**src/rtl/einstein_kb_pkg.sv**
```systemverilog
// Shared types and constants for the Einstein PS/2 keyboard adapter.
package einstein_kb_pkg;

    typedef enum logic [1:0] {StIdle, StData, StParity, StStop} rx_state_e;

    localparam logic [7:0] PREFIX_EXT   = 8'hE0;
    localparam logic [7:0] PREFIX_BRK   = 8'hF0;
    localparam logic [7:0] PREFIX_PAUSE = 8'hE1;
    localparam int unsigned PAUSE_SKIP  = 7;

    localparam int unsigned N_IGNORED = 4;
    localparam logic [N_IGNORED-1:0][7:0] IGNORED_CODES = {8'hAA, 8'hFA, 8'hFC, 8'hEE};

    typedef enum logic [1:0] {ModLShift, ModRShift, ModCtrl, ModGraph} mod_id_e;

    typedef struct packed {
        logic       valid;
        logic       is_mod;
        mod_id_e    mod_id;
        logic [2:0] row;
        logic [2:0] col;
    } map_result_t;

    function automatic logic is_ignored(input logic [7:0] code);
        logic hit;
        hit = 1'b0;
        for (int i = 0; i < N_IGNORED; i++) begin
            if (code == IGNORED_CODES[i]) hit = 1'b1;
        end
        return hit;
    endfunction

    function automatic map_result_t mk_key(input logic [2:0] row, input logic [2:0] col);
        map_result_t r;
        r.valid  = 1'b1;
        r.is_mod = 1'b0;
        r.mod_id = ModLShift;
        r.row    = row;
        r.col    = col;
        return r;
    endfunction

    function automatic map_result_t mk_mod(input mod_id_e id);
        map_result_t r;
        r.valid  = 1'b1;
        r.is_mod = 1'b1;
        r.mod_id = id;
        r.row    = 3'd0;
        r.col    = 3'd0;
        return r;
    endfunction

endpackage

```
**src/rtl/einstein_kbd_map.sv**
```systemverilog
// Scancode set 2 to Einstein matrix position / modifier lookup (combinational).
module einstein_kbd_map
    import einstein_kb_pkg::*;
(
    input  logic        ext,
    input  logic [7:0]  code,
    output map_result_t result
);

    always_comb begin
        result = '0;
        result.mod_id = ModLShift;
        if (ext) begin
            case (code)
                8'h75:   result = mk_key(3'd7, 3'd0);
                8'h72:   result = mk_key(3'd7, 3'd1);
                8'h6B:   result = mk_key(3'd7, 3'd2);
                8'h74:   result = mk_key(3'd7, 3'd3);
                8'h5A:   result = mk_key(3'd0, 3'd1);
                8'h14:   result = mk_mod(ModCtrl);
                8'h11:   result = mk_mod(ModGraph);
                default: ;
            endcase
        end else begin
            case (code)
                8'h29:   result = mk_key(3'd0, 3'd0);
                8'h5A:   result = mk_key(3'd0, 3'd1);
                8'h66:   result = mk_key(3'd0, 3'd2);
                8'h76:   result = mk_key(3'd0, 3'd3);
                8'h0D:   result = mk_key(3'd0, 3'd4);
                8'h15:   result = mk_key(3'd1, 3'd0);
                8'h1D:   result = mk_key(3'd1, 3'd1);
                8'h24:   result = mk_key(3'd1, 3'd2);
                8'h2D:   result = mk_key(3'd1, 3'd3);
                8'h2C:   result = mk_key(3'd1, 3'd4);
                8'h35:   result = mk_key(3'd1, 3'd5);
                8'h3C:   result = mk_key(3'd1, 3'd6);
                8'h43:   result = mk_key(3'd1, 3'd7);
                8'h44:   result = mk_key(3'd2, 3'd0);
                8'h1C:   result = mk_key(3'd2, 3'd1);
                8'h1B:   result = mk_key(3'd2, 3'd2);
                8'h23:   result = mk_key(3'd2, 3'd3);
                8'h2B:   result = mk_key(3'd2, 3'd4);
                8'h34:   result = mk_key(3'd2, 3'd5);
                8'h33:   result = mk_key(3'd2, 3'd6);
                8'h3B:   result = mk_key(3'd2, 3'd7);
                8'h42:   result = mk_key(3'd3, 3'd0);
                8'h4B:   result = mk_key(3'd3, 3'd1);
                8'h1A:   result = mk_key(3'd3, 3'd2);
                8'h22:   result = mk_key(3'd3, 3'd3);
                8'h21:   result = mk_key(3'd3, 3'd4);
                8'h2A:   result = mk_key(3'd3, 3'd5);
                8'h32:   result = mk_key(3'd3, 3'd6);
                8'h31:   result = mk_key(3'd3, 3'd7);
                8'h3A:   result = mk_key(3'd4, 3'd0);
                8'h4D:   result = mk_key(3'd4, 3'd1);
                8'h41:   result = mk_key(3'd4, 3'd2);
                8'h49:   result = mk_key(3'd4, 3'd3);
                8'h4A:   result = mk_key(3'd4, 3'd4);
                8'h16:   result = mk_key(3'd5, 3'd0);
                8'h1E:   result = mk_key(3'd5, 3'd1);
                8'h26:   result = mk_key(3'd5, 3'd2);
                8'h25:   result = mk_key(3'd5, 3'd3);
                8'h2E:   result = mk_key(3'd5, 3'd4);
                8'h36:   result = mk_key(3'd5, 3'd5);
                8'h3D:   result = mk_key(3'd5, 3'd6);
                8'h3E:   result = mk_key(3'd5, 3'd7);
                8'h46:   result = mk_key(3'd6, 3'd0);
                8'h45:   result = mk_key(3'd6, 3'd1);
                8'h4E:   result = mk_key(3'd6, 3'd2);
                8'h55:   result = mk_key(3'd6, 3'd3);
                8'h12:   result = mk_mod(ModLShift);
                8'h59:   result = mk_mod(ModRShift);
                8'h14:   result = mk_mod(ModCtrl);
                8'h11:   result = mk_mod(ModGraph);
                default: ;
            endcase
        end
    end

endmodule

```
**src/rtl/einstein_ps2_kbd.sv**
```systemverilog
// PS/2 keyboard receiver that emulates the Einstein 8x8 key matrix and modifier lines.
module einstein_ps2_kbd
    import einstein_kb_pkg::*;
#(
    parameter int unsigned TIMEOUT_CYCLES = 20000,
    parameter int unsigned SYNC_STAGES    = 2
) (
    input  logic       clk_sys,
    input  logic       reset_n,
    input  logic       ps2_clk,
    input  logic       ps2_data,
    input  logic [7:0] kb_row,
    output logic [7:0] kb_col,
    output logic       kb_shift,
    output logic       kb_ctrl,
    output logic       kb_graph,
    output logic       rx_error
);

    localparam int unsigned TW = $clog2(TIMEOUT_CYCLES + 1);

    logic [SYNC_STAGES-1:0] clk_sync_q, data_sync_q;
    logic                   clk_prev_q;
    logic                   ps2_clk_s, ps2_data_s, fall;

    always_ff @(posedge clk_sys or negedge reset_n) begin
        if (!reset_n) begin
            clk_sync_q  <= '1;
            data_sync_q <= '1;
            clk_prev_q  <= 1'b1;
        end else begin
            clk_sync_q  <= (clk_sync_q << 1) | SYNC_STAGES'(ps2_clk);
            data_sync_q <= (data_sync_q << 1) | SYNC_STAGES'(ps2_data);
            clk_prev_q  <= ps2_clk_s;
        end
    end

    assign ps2_clk_s  = clk_sync_q[SYNC_STAGES-1];
    assign ps2_data_s = data_sync_q[SYNC_STAGES-1];
    assign fall       = clk_prev_q & ~ps2_clk_s;

    rx_state_e     state_q, state_d;
    logic [2:0]    bit_cnt_q, bit_cnt_d;
    logic [7:0]    shreg_q, shreg_d;
    logic          parity_q, parity_d;
    logic [TW-1:0] tmo_q, tmo_d;
    logic          byte_vld_q, byte_vld_d;
    logic          rx_error_q, rx_error_d;

    always_ff @(posedge clk_sys or negedge reset_n) begin
        if (!reset_n) begin
            state_q    <= StIdle;
            bit_cnt_q  <= '0;
            shreg_q    <= '0;
            parity_q   <= 1'b0;
            tmo_q      <= '0;
            byte_vld_q <= 1'b0;
            rx_error_q <= 1'b0;
        end else begin
            state_q    <= state_d;
            bit_cnt_q  <= bit_cnt_d;
            shreg_q    <= shreg_d;
            parity_q   <= parity_d;
            tmo_q      <= tmo_d;
            byte_vld_q <= byte_vld_d;
            rx_error_q <= rx_error_d;
        end
    end

    always_comb begin
        state_d    = state_q;
        bit_cnt_d  = bit_cnt_q;
        shreg_d    = shreg_q;
        parity_d   = parity_q;
        byte_vld_d = 1'b0;
        rx_error_d = 1'b0;
        tmo_d      = (state_q == StIdle || fall) ? '0 : tmo_q + TW'(1);
        if (state_q != StIdle && tmo_q == TW'(TIMEOUT_CYCLES)) begin
            state_d    = StIdle;
            shreg_d    = '0;
            rx_error_d = 1'b1;
        end else if (fall) begin
            unique case (state_q)
                StIdle: begin
                    if (!ps2_data_s) begin
                        state_d   = StData;
                        bit_cnt_d = '0;
                        shreg_d   = '0;
                    end else begin
                        rx_error_d = 1'b1;
                    end
                end
                StData: begin
                    shreg_d   = {ps2_data_s, shreg_q[7:1]};
                    bit_cnt_d = bit_cnt_q + 3'd1;
                    if (bit_cnt_q == 3'd7) state_d = StParity;
                end
                StParity: begin
                    parity_d = ps2_data_s;
                    state_d  = StStop;
                end
                StStop: begin
                    state_d = StIdle;
                    if ((^{shreg_q, parity_q}) && ps2_data_s) byte_vld_d = 1'b1;
                    else rx_error_d = 1'b1;
                end
                default: state_d = StIdle;
            endcase
        end
    end

    assign rx_error = rx_error_q;

    logic              ext_q, ext_d, brk_q, brk_d;
    logic [2:0]        skip_q, skip_d;
    logic [7:0][7:0]   matrix_q, matrix_d;
    logic [3:0]        mods_q, mods_d;
    map_result_t       map_res;

    einstein_kbd_map u_map (
        .ext    (ext_q),
        .code   (shreg_q),
        .result (map_res)
    );

    always_ff @(posedge clk_sys or negedge reset_n) begin
        if (!reset_n) begin
            ext_q    <= 1'b0;
            brk_q    <= 1'b0;
            skip_q   <= '0;
            matrix_q <= '0;
            mods_q   <= '0;
        end else begin
            ext_q    <= ext_d;
            brk_q    <= brk_d;
            skip_q   <= skip_d;
            matrix_q <= matrix_d;
            mods_q   <= mods_d;
        end
    end

    // shreg_q still holds the completed byte in the cycle byte_vld_q is high.
    always_comb begin
        ext_d    = ext_q;
        brk_d    = brk_q;
        skip_d   = skip_q;
        matrix_d = matrix_q;
        mods_d   = mods_q;
        if (rx_error_q) begin
            ext_d = 1'b0;
            brk_d = 1'b0;
        end else if (byte_vld_q) begin
            if (skip_q != 3'd0) begin
                skip_d = skip_q - 3'd1;
            end else if (shreg_q == PREFIX_EXT) begin
                ext_d = 1'b1;
            end else if (shreg_q == PREFIX_BRK) begin
                brk_d = 1'b1;
            end else if (shreg_q == PREFIX_PAUSE) begin
                skip_d = 3'(PAUSE_SKIP);
            end else if (!is_ignored(shreg_q)) begin
                ext_d = 1'b0;
                brk_d = 1'b0;
                if (map_res.valid) begin
                    if (map_res.is_mod) mods_d[map_res.mod_id] = ~brk_q;
                    else matrix_d[map_res.row][map_res.col] = ~brk_q;
                end
            end
        end
    end

    logic [7:0] col_hit;
    logic [7:0] kb_col_q;

    always_comb begin
        col_hit = '0;
        for (int r = 0; r < 8; r++) begin
            for (int c = 0; c < 8; c++) begin
                col_hit[c] = col_hit[c] | (~kb_row[r] & matrix_q[r][c]);
            end
        end
    end

    always_ff @(posedge clk_sys or negedge reset_n) begin
        if (!reset_n) kb_col_q <= 8'hFF;
        else kb_col_q <= ~col_hit;
    end

    assign kb_col   = kb_col_q;
    assign kb_shift = ~(mods_q[ModLShift] | mods_q[ModRShift]);
    assign kb_ctrl  = ~mods_q[ModCtrl];
    assign kb_graph = ~mods_q[ModGraph];

endmodule

```
**config.mk**
```make
export PLATFORM = sky130hd
export DESIGN_NAME = einstein_ps2_kbd
export DESIGN_NICKNAME = d
export VERILOG_FILES = /design/src/rtl/einstein_kb_pkg.sv /design/src/rtl/einstein_kbd_map.sv /design/src/rtl/einstein_ps2_kbd.sv
export SDC_FILE = /design/constraint.sdc
export NUM_CORES = 1
export LEC_CHECK = 0
export ABC_AREA = 1
export CORE_UTILIZATION = 25
export CTS_CLUSTER_SIZE = 40
export DETAILED_ROUTE_END_ITERATION = 10
export PLACE_DENSITY = 0.5
export RECOVER_POWER = 100
export REMOVE_ABC_BUFFERS = 1
export SYNTH_ARGS = -nofsm -noshare
export SYNTH_HDL_FRONTEND = slang
export SYNTH_SLANG_ARGS = --single-unit
```
**constraint.sdc**
```tcl
create_clock -name clk_sys -period 1.9 [get_ports clk_sys]
set_input_delay 0.38 -clock clk_sys [delete_from_list [all_inputs] [get_ports clk_sys]]
set_output_delay 0.38 -clock clk_sys [all_outputs]
set_load 0.01 [all_outputs]
```
==> results of run 1 <==
## routing by layer
metal | wire length (um) | global-route usage | vias up | share of wire
met1 | 10180 | 0.2125 | 3294 | 0.47
met4 | 363 | 0.04911 | 0 | 0.017
met5 | 0 | 0 | - | 0
met2 | 10520 | 0.2634 | 133 | 0.48
li1 | - | - | 3497 | -
met3 | 690 | 0.02947 | 21 | 0.032
## power by group
part	internal [mW]	switching (mW)
sequential	2.61	0.106
combinational	0.657	0.859
clock	1.99	1.37
total	5.27	2.34
## placed cells by master, fill, tap and decap left out, types with 21 or more instances in the layout
cell / netlist / routed
nor2_1: 148 / 61
buf_6: 0 / 27
clkbuf_16: 0 / 21
nor2_2: 7 / 60
nand2_1: 324 / 259
nor2_4: 4 / 38
nand3_1: 88 / 72
buf_4: 2 / 115
nand4_1: 34 / 34
inv_1: 81 / 73
nand2_2: 6 / 51
dfrtp_1: 104 / 98
## critical path: stages (launching register included)
cell and delay, ns:
dfrtp_1 0.40, inv_4 0.11, nand2_2 0.10, nor2_1 0.09, buf_4 0.17, buf_4 0.16, nand2_2 0.07, nand2_2 0.08
nor2_1 0.04, nand2_1 0.07, inv_1 0.05, nand2_2 0.08, nand2_4 0.07, nor2_4 0.20, nand2_4 0.14, nor2_2 0.16
nand2_1 0.09, nand2_1 0.08, nand2_1 0.05
## state kept, by name (all words and copies together) (netlist names), 3 cells and up
signal / cells
bit_cnt_q: 3
tmo_q: 15
matrix_q: 64
mods_q: 4
kb_col: 8
shreg_q: 8
skip_q: 3
## stage by stage
step,utilization,setup TNS (ns),setup WS [ns]
floorplan,-,-52.69,-1.103
global placement,0.3134,-26.03,-0.5650
detailed placement,0.3134,-25.08,-0.5326
CTS,0.3721,-17.67,-0.3807
global route,0.3903,-28.88,-0.5851
finish,0.3903,-19.80,-0.4384
## worst min path at each step
stage	startpoint	end	slack [ns]	cells past startpoint
2_1_floorplan	reset_n	bit_cnt_q[0]	0.08	0
3_3_place_gp	reset_n	tmo_q[14]	0.34	1
3_5_place_dp	reset_n	tmo_q[14]	0.33	1
4_1_cts	ps2_data	data_sync_q[0]	0.35	1
5_1_grt	clk_sync_q[0]	clk_sync_q[1]	0.36	0
6_report	clk_sync_q[0]	clk_sync_q[1]	0.36	0
## cell families (layout without fill, tap and decap cells)
kind of cell               Yosys count  count (layout)  synth area share
AOI/OAI and AO/OA                   77              77           0.07167
xor gates and xnor gates             6               6          0.007719
adders and majority gates           11              11           0.02021
buffers and inverters              127             319           0.07295
DFF                                117             117            0.4324
and+or+nand+nor                    631             631            0.3951
## area by class of cell
cell class | instances | area [sq um] | share of cell area
sequential | 117 | 2952 | 0.2821
inverter | 92 | 365.4 | 0.03492
clock inverter | 15 | 183.9 | 0.01758
timing repair buffer | 195 | 1892 | 0.1808
tap | 341 | 426.7 | 0.04078
multi-input combinational | 725 | 4217 | 0.4031
clock buffer | 17 | 425.4 | 0.04066
## timing repair
action,4_1_cts,5_1_grt
endpoints found under the setup margin,58,75
pin swaps,46,62
buffers inserted,19,12
hold endpoints to repair,21,0
resized for setup,213,106
gates cloned,5,4
hold buffers,1,0
==> results_dict.tcl, run 1 <==
set metrics [dict create \
    synth_area_leaders "dfrtp_1 (38%), nand2_1 (18%), nor2_1 (8.2%)" \
    hold_violations 0 \
    synth_common_cells "nand2_1 (324), nor2_1 (148), dfrtp_1 (104)" \
    slew_headroom 0.5546 \
    cp-endpoint "matrix_q[31]" \
    cts_root_buf "clkbuf_16" \
    track_usage 0.1603 \
    ys_ff_latch 117 \
    drive_gt1_frac 0.3790 \
    dp_hpwl_um 14850 \
    numCtsBuffers 17 \
    p_per_area_nw_per_um2 727.0 \
    synth_top_area_cell "dfrtp_1" \
    ant_nets 0 \
    drcViolationCount 0 \
    fin_cells 1502 \
    cts_tree "yes" \
    postSynth.asyncResetShare 1.000 \
    critPathCaptureType "flop" \
    clockBufferDepth 2 \
    ys.flop_type "dfrtp_1" \
    rows 60 \
    first_pass_iters 5 \
    worstPathRequired_ns 2.21 \
    reg2reg_slack_ns -0.44 \
    wl_um 21750 \
    die_w_um 167.0 \
    dieArea_sq_um 27900 \
    worst_pin_slew_ns 0.6680 \
    avgRoutedWirePerCell_um 14.48 \
    place_congestion 0.8774 \
    syn_area_per_cell_sq_um 7.027 \
    grt_max_degree 51 \
    finalNetCount 1171 \
    area_growth_pct 53.64 \
    initial_core_util 0.2541 \
    rr_startpoint "shreg_q[7]" \
    antenna_cells 0 \
    cp_data_arrival_time_ns 2.65 \
    dp.cells 1431 \
    fin_hold_ws_ns 0.3555 \
    period_share 1.231 \
    ys_types 41 \
    synth_top_area_frac 0.3822 \
    maxCapViolations 0 \
    synth_edf_count 0 \
    io_buffers 23 \
    ctsHtreeMaxLevel 4 \
    synth_area_sq_um 6809 \
    first_global_vias 6803 \
    clock-sinks 117 \
    r2r_end "matrix_q[31]" \
    first_iter_violations 423 \
    grt_pass1_wl_um 35400 \
    dieHeight_um 167.0 \
    setup_viol 54 \
    yosysMostFrequentCell "nand2_1" \
    final_area_sq_um 10460 \
    netlist_instances 969 \
    crit_path_start "shreg_q[7]" \
    failed_checks "negative setup slack" \
    startpoint_type "flop" \
    maxSlewViolCount 0 \
    placed_area_sq_um 8398 \
    clk_latency_ns 0.43 \
    worstPathMaxFanout 8 \
    core_sq_um 26800 \
    antenna_found_initial 0 \
    p_leak_nw 5.013 \
    r2r_cells 18 \
    num_vias 6945 \
    fin_crit_ns 2.338 \
    clock_skew_ns 0.02529 \
    fillers 2669 \
    status "finished with violations" \
    fmax_mhz 427.6 \
    final.setup.worst_slack_ns -0.4384 \
    min_path_type "flop to flop" \
    yosysWarningCount 0 \
    cts.clk_slew.worst_paths_ns 0.06 \
    critPathKind "flop to flop" \
    p_total_mw 7.605 \
    yosysSeqAreaShare 0.4324 \
    ir_drop_mv 0.5120 \
    via_per_inst 4.624 \
    grt_overflow 0 \
    io_pins 24 \
    rsz0062_at_grt "yes" \
]
(Power assumes the default switching activity.)
==> run 2, diff against run 1 <==
--- a/config.mk
+++ b/config.mk
@@ -6,6 +6,7 @@
 export NUM_CORES = 1
 export LEC_CHECK = 0
 export ABC_AREA = 1
+export CAP_MARGIN = 20
 export CORE_UTILIZATION = 25
 export CTS_CLUSTER_SIZE = 40
 export DETAILED_ROUTE_END_ITERATION = 10
==> results of run 2 <==
No change in the layout: final DEF, timing and power equal those of run 1.
